`src/rtl/mem_pkg.sv`:
```
// Shared definitions for the memory controller: FSM state encoding,
// SPI command bytes, chip-select targets and the request priority picker.
package mem_pkg;

  typedef enum logic [1:0] {
    ST_IDLE  = 2'd0,
    ST_ISSUE = 2'd1,
    ST_WAIT  = 2'd2,
    ST_DONE  = 2'd3
  } state_e;

  localparam logic [7:0] READ_CMD   = 8'h03;
  localparam logic [7:0] WRITE_CMD  = 8'h02;
  localparam logic       TARGET_ROM = 1'b0;
  localparam logic       TARGET_RAM = 1'b1;

  // Bit positions of the request sources; lower index wins.
  // bit 0 = ROM fetch (romo), bit 1 = RAM read (ramo), bit 2 = RAM write (rami)
  function automatic logic [2:0] pick_first(input logic [2:0] req);
    logic [2:0] grant;
    grant = 3'b000;
    if (req[0]) begin
      grant = 3'b001;
    end else if (req[1]) begin
      grant = 3'b010;
    end else if (req[2]) begin
      grant = 3'b100;
    end else begin
      grant = 3'b000;
    end
    return grant;
  endfunction

endpackage

```
`src/rtl/mem_req_pick.sv`:
```
// Rising-edge detection of the CPU request levels, per-source pending bits
// and fixed-priority selection (ROM > RAM read > RAM write).
// Macro MEM_CTRL_WRITE_EN: when undefined, RAM write edges are discarded.
module mem_req_pick
  import mem_pkg::*;
(
  input  logic       clk_i,
  input  logic       rst_i,
  input  logic [2:0] src_i,
  input  logic       take_i,
  output logic [2:0] grant_o,
  output logic       any_o,
  output logic       pend_next_o
);

`ifdef MEM_CTRL_WRITE_EN
  localparam logic [2:0] SRC_MASK = 3'b111;
`else
  localparam logic [2:0] SRC_MASK = 3'b011;
`endif

  logic [2:0] hist_q;
  logic [2:0] pend_q;
  logic [2:0] pend_d;
  logic [2:0] rise_s;
  logic [2:0] avail_s;

  // New edges join the pending set immediately so IDLE can issue in the same cycle.
  always_comb begin
    rise_s      = src_i & ~hist_q & SRC_MASK;
    avail_s     = pend_q | rise_s;
    grant_o     = pick_first(avail_s);
    any_o       = |avail_s;
    if (take_i) begin
      pend_d = avail_s & ~grant_o;
    end else begin
      pend_d = avail_s;
    end
    pend_next_o = |pend_d;
  end

  // Edge history and pending bits.
  always_ff @(posedge clk_i) begin
    if (rst_i) begin
      hist_q <= 3'b000;
      pend_q <= 3'b000;
    end else begin
      hist_q <= src_i;
      pend_q <= pend_d;
    end
  end

endmodule

```
`src/rtl/mem_ctrl.sv`:
```
// Memory controller: turns CPU ROM/RAM request edges into single-byte
// transactions for an SPI engine, stalling the CPU while work is outstanding.
// Macro MEM_CTRL_WRITE_EN enables RAM write transactions (default: disabled).
module mem_ctrl
  import mem_pkg::*;
#(
  parameter int ADDR_W  = 16,
  parameter int TIMEOUT = 255
) (
  input  logic              clk,
  input  logic              rst,
  input  logic              romo,
  input  logic              ramo,
  input  logic              rami,
  input  logic [ADDR_W-1:0] pc,
  input  logic [ADDR_W-1:0] mar,
  input  logic [7:0]        wdata,
  output logic [7:0]        rdata,
  output logic              executing,
  output logic              err,
  output logic              req_valid,
  input  logic              req_ready,
  output logic              req_write,
  output logic              req_target,
  output logic [ADDR_W-1:0] req_addr,
  output logic [7:0]        req_wdata,
  input  logic              rsp_valid,
  input  logic [7:0]        rsp_data
);

  localparam int CNT_W = (TIMEOUT > 1) ? $clog2(TIMEOUT + 1) : 1;
  localparam logic [CNT_W-1:0] CNT_LAST = CNT_W'(TIMEOUT - 1);

  state_e            state_q, state_d;
  logic [CNT_W-1:0]  cnt_q, cnt_d;
  logic [7:0]        rdata_q, rdata_d;
  logic              err_q, err_d;
  logic              req_valid_q, req_valid_d;
  logic              req_write_q, req_write_d;
  logic              req_target_q, req_target_d;
  logic [ADDR_W-1:0] req_addr_q, req_addr_d;
  logic [7:0]        req_wdata_q, req_wdata_d;
  logic              executing_q, executing_d;

  logic [2:0]        grant_s;
  logic              any_s;
  logic              take_s;
  logic              pend_next_s;
  logic [7:0]        cmd_s;

  assign take_s = ((state_q == ST_IDLE) || (state_q == ST_DONE)) && any_s;

  mem_req_pick u_pick (
    .clk_i       (clk),
    .rst_i       (rst),
    .src_i       ({rami, ramo, romo}),
    .take_i      (take_s),
    .grant_o     (grant_s),
    .any_o       (any_s),
    .pend_next_o (pend_next_s)
  );

  // Next-state, payload capture, completion and timeout handling.
  always_comb begin
    state_d      = state_q;
    cnt_d        = cnt_q;
    rdata_d      = rdata_q;
    err_d        = err_q;
    req_valid_d  = req_valid_q;
    req_write_d  = req_write_q;
    req_target_d = req_target_q;
    req_addr_d   = req_addr_q;
    req_wdata_d  = req_wdata_q;
    // Command byte the engine will emit; the write flag is derived from it.
    cmd_s        = grant_s[2] ? WRITE_CMD : READ_CMD;

    case (state_q)
      ST_IDLE, ST_DONE: begin
        if (take_s) begin
          state_d      = ST_ISSUE;
          req_valid_d  = 1'b1;
          req_addr_d   = grant_s[0] ? pc : mar;
          req_target_d = grant_s[0] ? TARGET_ROM : TARGET_RAM;
          req_write_d  = (cmd_s == WRITE_CMD);
          req_wdata_d  = wdata;
        end else begin
          state_d = ST_IDLE;
        end
      end
      ST_ISSUE: begin
        if (req_valid_q && req_ready) begin
          state_d     = ST_WAIT;
          req_valid_d = 1'b0;
          cnt_d       = {CNT_W{1'b0}};
        end else begin
          req_valid_d = 1'b1;
        end
      end
      ST_WAIT: begin
        if (rsp_valid) begin
          if (!req_write_q) begin
            rdata_d = rsp_data;
          end else begin
            rdata_d = rdata_q;
          end
          state_d = ST_DONE;
        end else if (cnt_q == CNT_LAST) begin
          if (!req_write_q) begin
            rdata_d = 8'hFF;
          end else begin
            rdata_d = rdata_q;
          end
          err_d   = 1'b1;
          state_d = ST_DONE;
        end else begin
          cnt_d = cnt_q + CNT_W'(1);
        end
      end
      default: begin
        state_d     = ST_IDLE;
        req_valid_d = 1'b0;
      end
    endcase

    // CPU may run only when nothing is in flight and nothing is queued.
    executing_d = !((state_d == ST_ISSUE) || (state_d == ST_WAIT) || pend_next_s);
  end

  // State and registered outputs.
  always_ff @(posedge clk) begin
    if (rst) begin
      state_q      <= ST_IDLE;
      cnt_q        <= {CNT_W{1'b0}};
      rdata_q      <= 8'h00;
      err_q        <= 1'b0;
      req_valid_q  <= 1'b0;
      req_write_q  <= 1'b0;
      req_target_q <= 1'b0;
      req_addr_q   <= {ADDR_W{1'b0}};
      req_wdata_q  <= 8'h00;
      executing_q  <= 1'b1;
    end else begin
      state_q      <= state_d;
      cnt_q        <= cnt_d;
      rdata_q      <= rdata_d;
      err_q        <= err_d;
      req_valid_q  <= req_valid_d;
      req_write_q  <= req_write_d;
      req_target_q <= req_target_d;
      req_addr_q   <= req_addr_d;
      req_wdata_q  <= req_wdata_d;
      executing_q  <= executing_d;
    end
  end

  assign rdata      = rdata_q;
  assign err        = err_q;
  assign req_valid  = req_valid_q;
  assign req_write  = req_write_q;
  assign req_target = req_target_q;
  assign req_addr   = req_addr_q;
  assign req_wdata  = req_wdata_q;
  assign executing  = executing_q;

endmodule

```
`config.mk`:
```
export PLATFORM = sky130hd
export DESIGN_NAME = mem_ctrl
export DESIGN_NICKNAME = d
export VERILOG_FILES = /design/src/rtl/mem_pkg.sv /design/src/rtl/mem_req_pick.sv /design/src/rtl/mem_ctrl.sv
export SDC_FILE = /design/constraint.sdc
export NUM_CORES = 1
export LEC_CHECK = 0
export ABC_AREA = 1
export CAP_MARGIN = 0
export CORE_UTILIZATION = 40
export CTS_CLUSTER_SIZE = 25
export DETAILED_ROUTE_END_ITERATION = 10
export PLACE_DENSITY = 0.78
export SYNTH_ARGS = -nofsm -noshare
export SYNTH_HDL_FRONTEND = slang
export SYNTH_SLANG_ARGS = --single-unit
```
`constraint.sdc`:
```
create_clock -name clk -period 3.5 [get_ports clk]
set_clock_uncertainty 0.2 [all_clocks]
set_input_delay 0.525 -clock clk [delete_from_list [all_inputs] [get_ports clk]]
set_output_delay 0.525 -clock clk [all_outputs]
set_load 0.005 [all_outputs]
```
* After elaboration in Yosys (flattened, before gate mapping)
Cells that the tools add are included.
Storage, ports and cells: register bits 52, input bits 55, output and inout port bits 37
Cells by class: bitwise logic cells 7, reductions and logical operators 18, muxes and demuxes 23, $add $sub $neg 1, eq/ne operators 11
Operators by type and width (number):
- $mux 8 | 7
- $mux 16 | 1
- $pmux 8 s2 | 1
- $mux 3 | 4
- $add 8x1->8 const B | 1
- $eq 2x2->1 const B | 4
- $eq 8x8->1 const B | 1
- $ne 2x2->1 const B | 4
- $mux 2 | 3
- $pmux 2 s3 | 1
- $reduce_and 3->1 | 2
- $reduce_bool 2->1 | 3
- $reduce_or 3->1 | 2
- $mux 1 | 5
- $eq 2x1->1 const B | 2
- $reduce_and 2->1 | 2
- $reduce_and 4->1 | 1
- $and 3x3->3 | 1
- $logic_or 1x1->1 | 3
- $not 3->3 | 1
- $or 3x2->3 | 1
- $and 2x2->2 | 1
- $logic_and 1x1->1 | 2
- $logic_not 2->1 | 1
- 5 further kinds | 6

* Longest topological paths before layout
depth after elaboration 12, gate-level depth with buffers 12, depth with buffers taken out 12

* Cells and area by module
From an unflattened synthesis, not the netlist that was laid out.
Second synthesis, totals: cell total of the unflattened synthesis 336, area total of the unflattened synthesis 2434.8 µm²
Modules (own cells, without submodules):
- mem_ctrl | area an instance 2194.6 µm², times used 1, cells each 302, sequential area each 940.9 µm²
- mem_req_pick | area an instance 240.2 µm², times used 1, cells each 34, sequential area each 100.1 µm²

* Worst setup path before layout
OpenSTA, ideal clock, no wires.
path type input-to-reg, from input port romo, to register executing_q (netlist: executing), setup time 0.123 ns, stages 11, data required time 3.177 ns, arrival 1.369 ns, slack 1.808 ns, cells stage by stage nand2_1 -> nand2_2 -> nor2_2 -> nand2_1 -> nand2_2 -> buf_4 -> nand2_1 -> nand2_1 -> nand2_1 -> nand2_1 -> nand2_1
On the way: longest elaborated chain between the ends 10, elaborated cells between the ends (all ways) 16
RTL lines:
- from (decl) | line mem_ctrl.sv:12 | input logic romo,
- $and 2x2->2 (*) | line mem_req_pick.sv:30 | rise_s = src_i & ~hist_q & SRC_MASK;
- $or 3x2->3 (*) | line mem_req_pick.sv:31 | avail_s = pend_q | rise_s;
- $reduce_or 3->1 | line mem_req_pick.sv:33 | any_o = |avail_s;
- $logic_and 1x1->1 | line mem_ctrl.sv:51 | assign take_s = ((state_q == ST_IDLE) || (state_q == ST_DONE)) && any_s;
- $mux 1 | line mem_ctrl.sv:79 | if (take_s) begin
- $pmux 2 s3 | line mem_ctrl.sv:77 | case (state_q)
- $eq 2x1->1 or $eq 2x2->1 (tied branches) | line mem_ctrl.sv:126 | executing_d = !((state_d == ST_ISSUE) || (state_d == ST_WAIT) || pend_next_s);
- $logic_or 1x1->1 | line mem_ctrl.sv:126
- $logic_or 1x1->1 (*) | line mem_ctrl.sv:126
- $logic_not 1->1 (*) | line mem_ctrl.sv:126
- to (signal assigned) | line mem_ctrl.sv:152 | executing_q <= executing_d;
- to (decl) | line mem_ctrl.sv:43 | logic executing_q, executing_d;
Every way passes the cells marked *; elsewhere a longest branch is shown, timed or not. A chain may end at the register's enable or synchronous reset.

* Final worst setup path
from input port romo, to register req_addr_q[7] (netlist: req_addr[7])
On the way: longest elaborated chain between the ends 5, elaborated cells between the ends (all ways) 7
RTL lines:
- $and 2x2->2 (*) | line mem_req_pick.sv:30
- $or 3x2->3 (*) | line mem_req_pick.sv:31
- $reduce_or 3->1 | line mem_req_pick.sv:33
- $logic_and 1x1->1 | line mem_ctrl.sv:51
- $reduce_and 2->1 (no line)
- to (signal assigned) | line mem_ctrl.sv:139 | req_addr_q <= {ADDR_W{1'b0}};
- to (signal assigned) | line mem_ctrl.sv:150 | req_addr_q <= req_addr_d;
- to (decl) | line mem_ctrl.sv:41 | logic [ADDR_W-1:0] req_addr_q, req_addr_d;
Marked as above.

==> flow_results.org <==
** Critical path
- Register-to-register path setup slack :: about 1500 ps
- Worst setup path class :: in -> reg
- Worst reg2reg endpoint :: req_addr[7]
- Crit path arrival time :: between 2000 and 2500 ps
- The worst register-to-register path has a depth of 9.
- STA puts the critical path data required time at around 3500 ps.
- Nature of the critical path endpoint :: register
- Launch point of the worst path :: romo
- The slowest stage of the critical path is the clkdlybuf4s50_1 cell.
- The cell family contributing the most delay on the critical path is simple AND/OR/NAND/NOR gates.
- Highest fanout seen on the critical path :: 24
- Worst stage delay on the critical path :: around 480 ps
- Walking the worst path, the cells encountered are clkdlybuf4s50_1 -> nand2_1 -> nand2_2 -> nor2_2 -> nand2_1 -> nand2_2 -> inv_2 -> nor2_1 -> nor2_1.
- Startpoint of the worst-slack reg-to-reg timing path :: u_pick.hist_q[0]
- Startpoint Class :: input pin
- The critical path contains buffers and inverters numbering 2 combined.

** Final layout
- Growth of design area from synthesis to finish :: 45.4%
- At the end of the flow, the number of nets in the layout was roughly 480.
- In the layout the commonest cells are nand2_1 (97), clkdlybuf4s50_1 (90), nor2_1 (59).
- Filler cell count :: 509
- Of the cells placed in the final design, the portion with a size suffix greater than 1 is 0.0615.
- Final antenna diode count :: 0
- Leaving out fill and tap cells, the most frequent cell in the layout is nand2_1.
- For this run, the share of the core covered by cells in the final layout is 0.614.
- Area taken by flip-flops and latches :: 1040 um^2
- Area used by multi-input combinational logic :: 1160 um^2

** Global route
- The first global-routing pass estimated 9.55 mm of wire.
- In the global route stage, overall resource usage came out at 0.194.
- Number of global-route vias before repair :: 2202
- Aggregate global routing overflow :: 0
- Maximum number of pins on one net before global-route repair :: 28
- The number of antenna violations at the first check in global routing was 0.

** Drt
- Using the TritonRoute via totals, the vias-per-cell ratio works out to around 4.8.
- Once detail routing completed, the nets flagged for antenna violations numbered 0.
- Number of vias in the routed layout :: 2386
- The detailed router finished its first iteration with 121 violations.
- Total wire length after detailed routing :: slightly below 6 mm
- The pre-antenna-repair detailed-routing pass consisted of 4 iterations.
- For this run, design rule violations remaining after detail routing come to 0.
- WL per Instance :: 11.8 um

** Timing
- Based on the critical path, the design can be clocked at up to 0.427 GHz.
- The final-report hold violation count was 0.
- Setup repair after global routing left no endpoint under its margin.
- The worst pin sits at a relative slew slack of 0.532.
- Setup violations remaining at the end of the flow were counted as 0.
- Measured slew at the worst slew-check pin :: between 700 and 800 ps
- Fin crit share :: 0.669
- After layout, the minimum clock period comes to between 2000 and 2500 ps.
- Sum Neg Setup Slack :: 0 ps
- Max Slew Vio Count :: 0

** Run
- Across the run, the number of max-cap violations was 0.

** Placement
- The congestion estimate from routability-driven global placement came to slightly below 0.9.
- Detail Placement HPWL :: approximately 4.3 mm
- In this run the tool buffered the top-level ports with 90 buffer cells.

** Synth
- Post-Synthesis Cell Area :: 2350 um^2
- After synthesis, the share of flip-flops with an asynchronous set or reset is 0.
- For this run, the leading register cell type out of synthesis is dfxtp_1.
- Post-Syn Instances :: 336
- Number of synthesized flops with an enable pin :: 0
- Sequential-to-total area share from yosys stat :: 0.442
- Number of flip-flops and latches in the synthesized netlist :: 52
- Avg Cell Area, Syn :: 7.01 um^2
- Net count of the mapped netlist :: between 300 and 400
- The Yosys step of the flow raised 0 warnings.
- Counting distinct cell types in the post-synthesis netlist gives 29.

** Clock network
- Number of buffers inserted to repair setup after CTS :: 0
- Maximum buffer depth of the clock tree :: 2
- Deepest level of the CTS H-tree :: 2
- Number of gates given a new drive strength after cts :: 0
- CTS Sinks :: 52
- Counting the buffers created by CTS gives 5.
- The tree is rooted in a clkbuf_8.
- Hold buffers post-CTS :: 0
- CTS tree :: done
- CTS clock-pin slew for the worst setup and hold paths :: around 90 ps
- For the worst-skew pair, the clock arrives at the later sink with an insertion delay of about 290 ps.

** Floorplanning
- Chip height :: a little under 80 um
- During I/O placement, the number of pins put on the boundary was 92.
- DIE AREA :: about 6200 um^2
- Die Wd :: 78.7 um
- Row generation in the floorplan step produced 27 rows.
- Core Region :: between 5000 and 6000 um^2
- The initial utilization of the core area, before any placement, comes to 0.422.

** Worst hold path
- The min-delay analysis places its worst path in the category reg -> reg.
- Hold Crit Depth :: 1
- Endpoint, Worst Hold :: err
- The worst hold path begins at err.

** Power
- Design internal power :: 1.09 mW
- Clock share of power :: 0.321
- Of the total power, combinational logic draws 0.221.
- Across the VDD grid, the largest voltage drop is 272 uV.
- Net switching power :: 0.355 mW
- Of the total power, the share spent switching nets is 0.245.
- Standby leakage power :: around 1.4 nW
- Power density over the cells :: between 400 and 500 nW/um^2
- Portion of total power attributed to sequential cells :: 0.458
- Tot Pwr :: roughly 1.4 mW

** Run status
- The run finished with clean final reports.
-- synth_stat cells (all sizes together) (2+ instances only) --
library cell	number	area, um^2
a21oi	19	98.9
buf	7	46.3
clkbuf	5	18.8
dfxtp	52	1040
ha	4	50.1
inv	23	86.3
nand2	103	402
nand3	14	82.6
nand4	4	31.3
nor2	62	245
o211ai	8	60.1
o21ai	28	144
xor2	2	17.5
-- worst max-delay path by stage --
| stage | cells past startpoint | end | slack (ps) |
|---|---|---|---|
| finish | 9 | req_addr[7] | 1160 |
| global route | 9 | req_addr[13] | 960 |
| CTS | 9 | req_addr[7] | 1130 |
| detailed placement | 9 | req_addr[7] | 820 |
| global placement | 9 | req_addr[1] | 860 |
| floorplan | 11 | executing | 1810 |
-- cells by family after synthesis --
| logic type | Yosys count | share of synthesized area |
|---|---|---|
| buffers and inverters | 36 | 0.0659 |
| AND/OR/NAND/NOR | 185 | 0.328 |
| flip-flops | 52 | 0.442 |
| XOR/XNOR | 2 | 0.00744 |
| adder cells (fa/ha/maj) | 4 | 0.0213 |
| AO/OA/AOI/OAI | 57 | 0.135 |
-- power groups by stage --
stage          clock, mW  sequential (mW)  combinational [mW]
2_1_floorplan          0            0.681               0.145
3_3_place_gp           0            0.676               0.315
3_5_place_dp           0            0.678               0.320
4_1_cts            0.477            0.664               0.322
5_1_grt            0.501            0.670               0.355
6_report           0.465            0.663               0.320
-- worst reg2reg max path, cell delays in order, from the launching register on --
cell     delay [ps]
dfxtp_1         330
inv_1            40
nand2_1          60
nand2_2         220
nor2_2          230
nand2_1         100
nand2_2         260
inv_2           250
nor2_1          150
nor2_1           60
-- layer usage --
layer / vias up / track usage / part of all wire / wire length, um
met5: - / 0 / 0 / 0
met4: 0 / 0.0944 / 0.031 / 182
li1: 1246 / - / - / -
met2: 66 / 0.336 / 0.48 / 2830
met1: 1058 / 0.230 / 0.44 / 2590
met3: 16 / 0.0333 / 0.042 / 243
-- layout make-up --
class | instances | area share
timing repair buffer | 92 | 0.267
sequential | 52 | 0.304
inverter | 24 | 0.0263
clock inverter | 2 | 0.0175
clock buffer | 5 | 0.0201
tap | 72 | 0.0263
multi-input combinational | 248 | 0.338
-- flip-flops by register name, summed over array words and instances, names as in the netlist --
| name | cells |
|---|---|
| rdata | 8 |
| cnt_q | 8 |
| u_pick.pend_q | 3 |
| executing | 1 |
| u_pick.hist_q | 2 |
| req_addr | 16 |
| req_valid | 1 |
| req_wdata | 8 |
| req_write | 1 |
| state_q | 2 |
| err | 1 |
| req_target | 1 |
-- metrics by stage --
stage | hold slack [ps] | setup slack [ps] | area [um^2] | cells
final | 272 | 1160 | 3420 | 495
after global routing | 287 | 958 | 3420 | 495
after CTS | 276 | 1130 | 3420 | 495
after detailed placement | 254 | 824 | 3300 | 488
after global placement | 247 | 856 | 3300 | 488
after floorplan | 249 | 1810 | 2350 | 336
(Power assumes the default switching activity.)
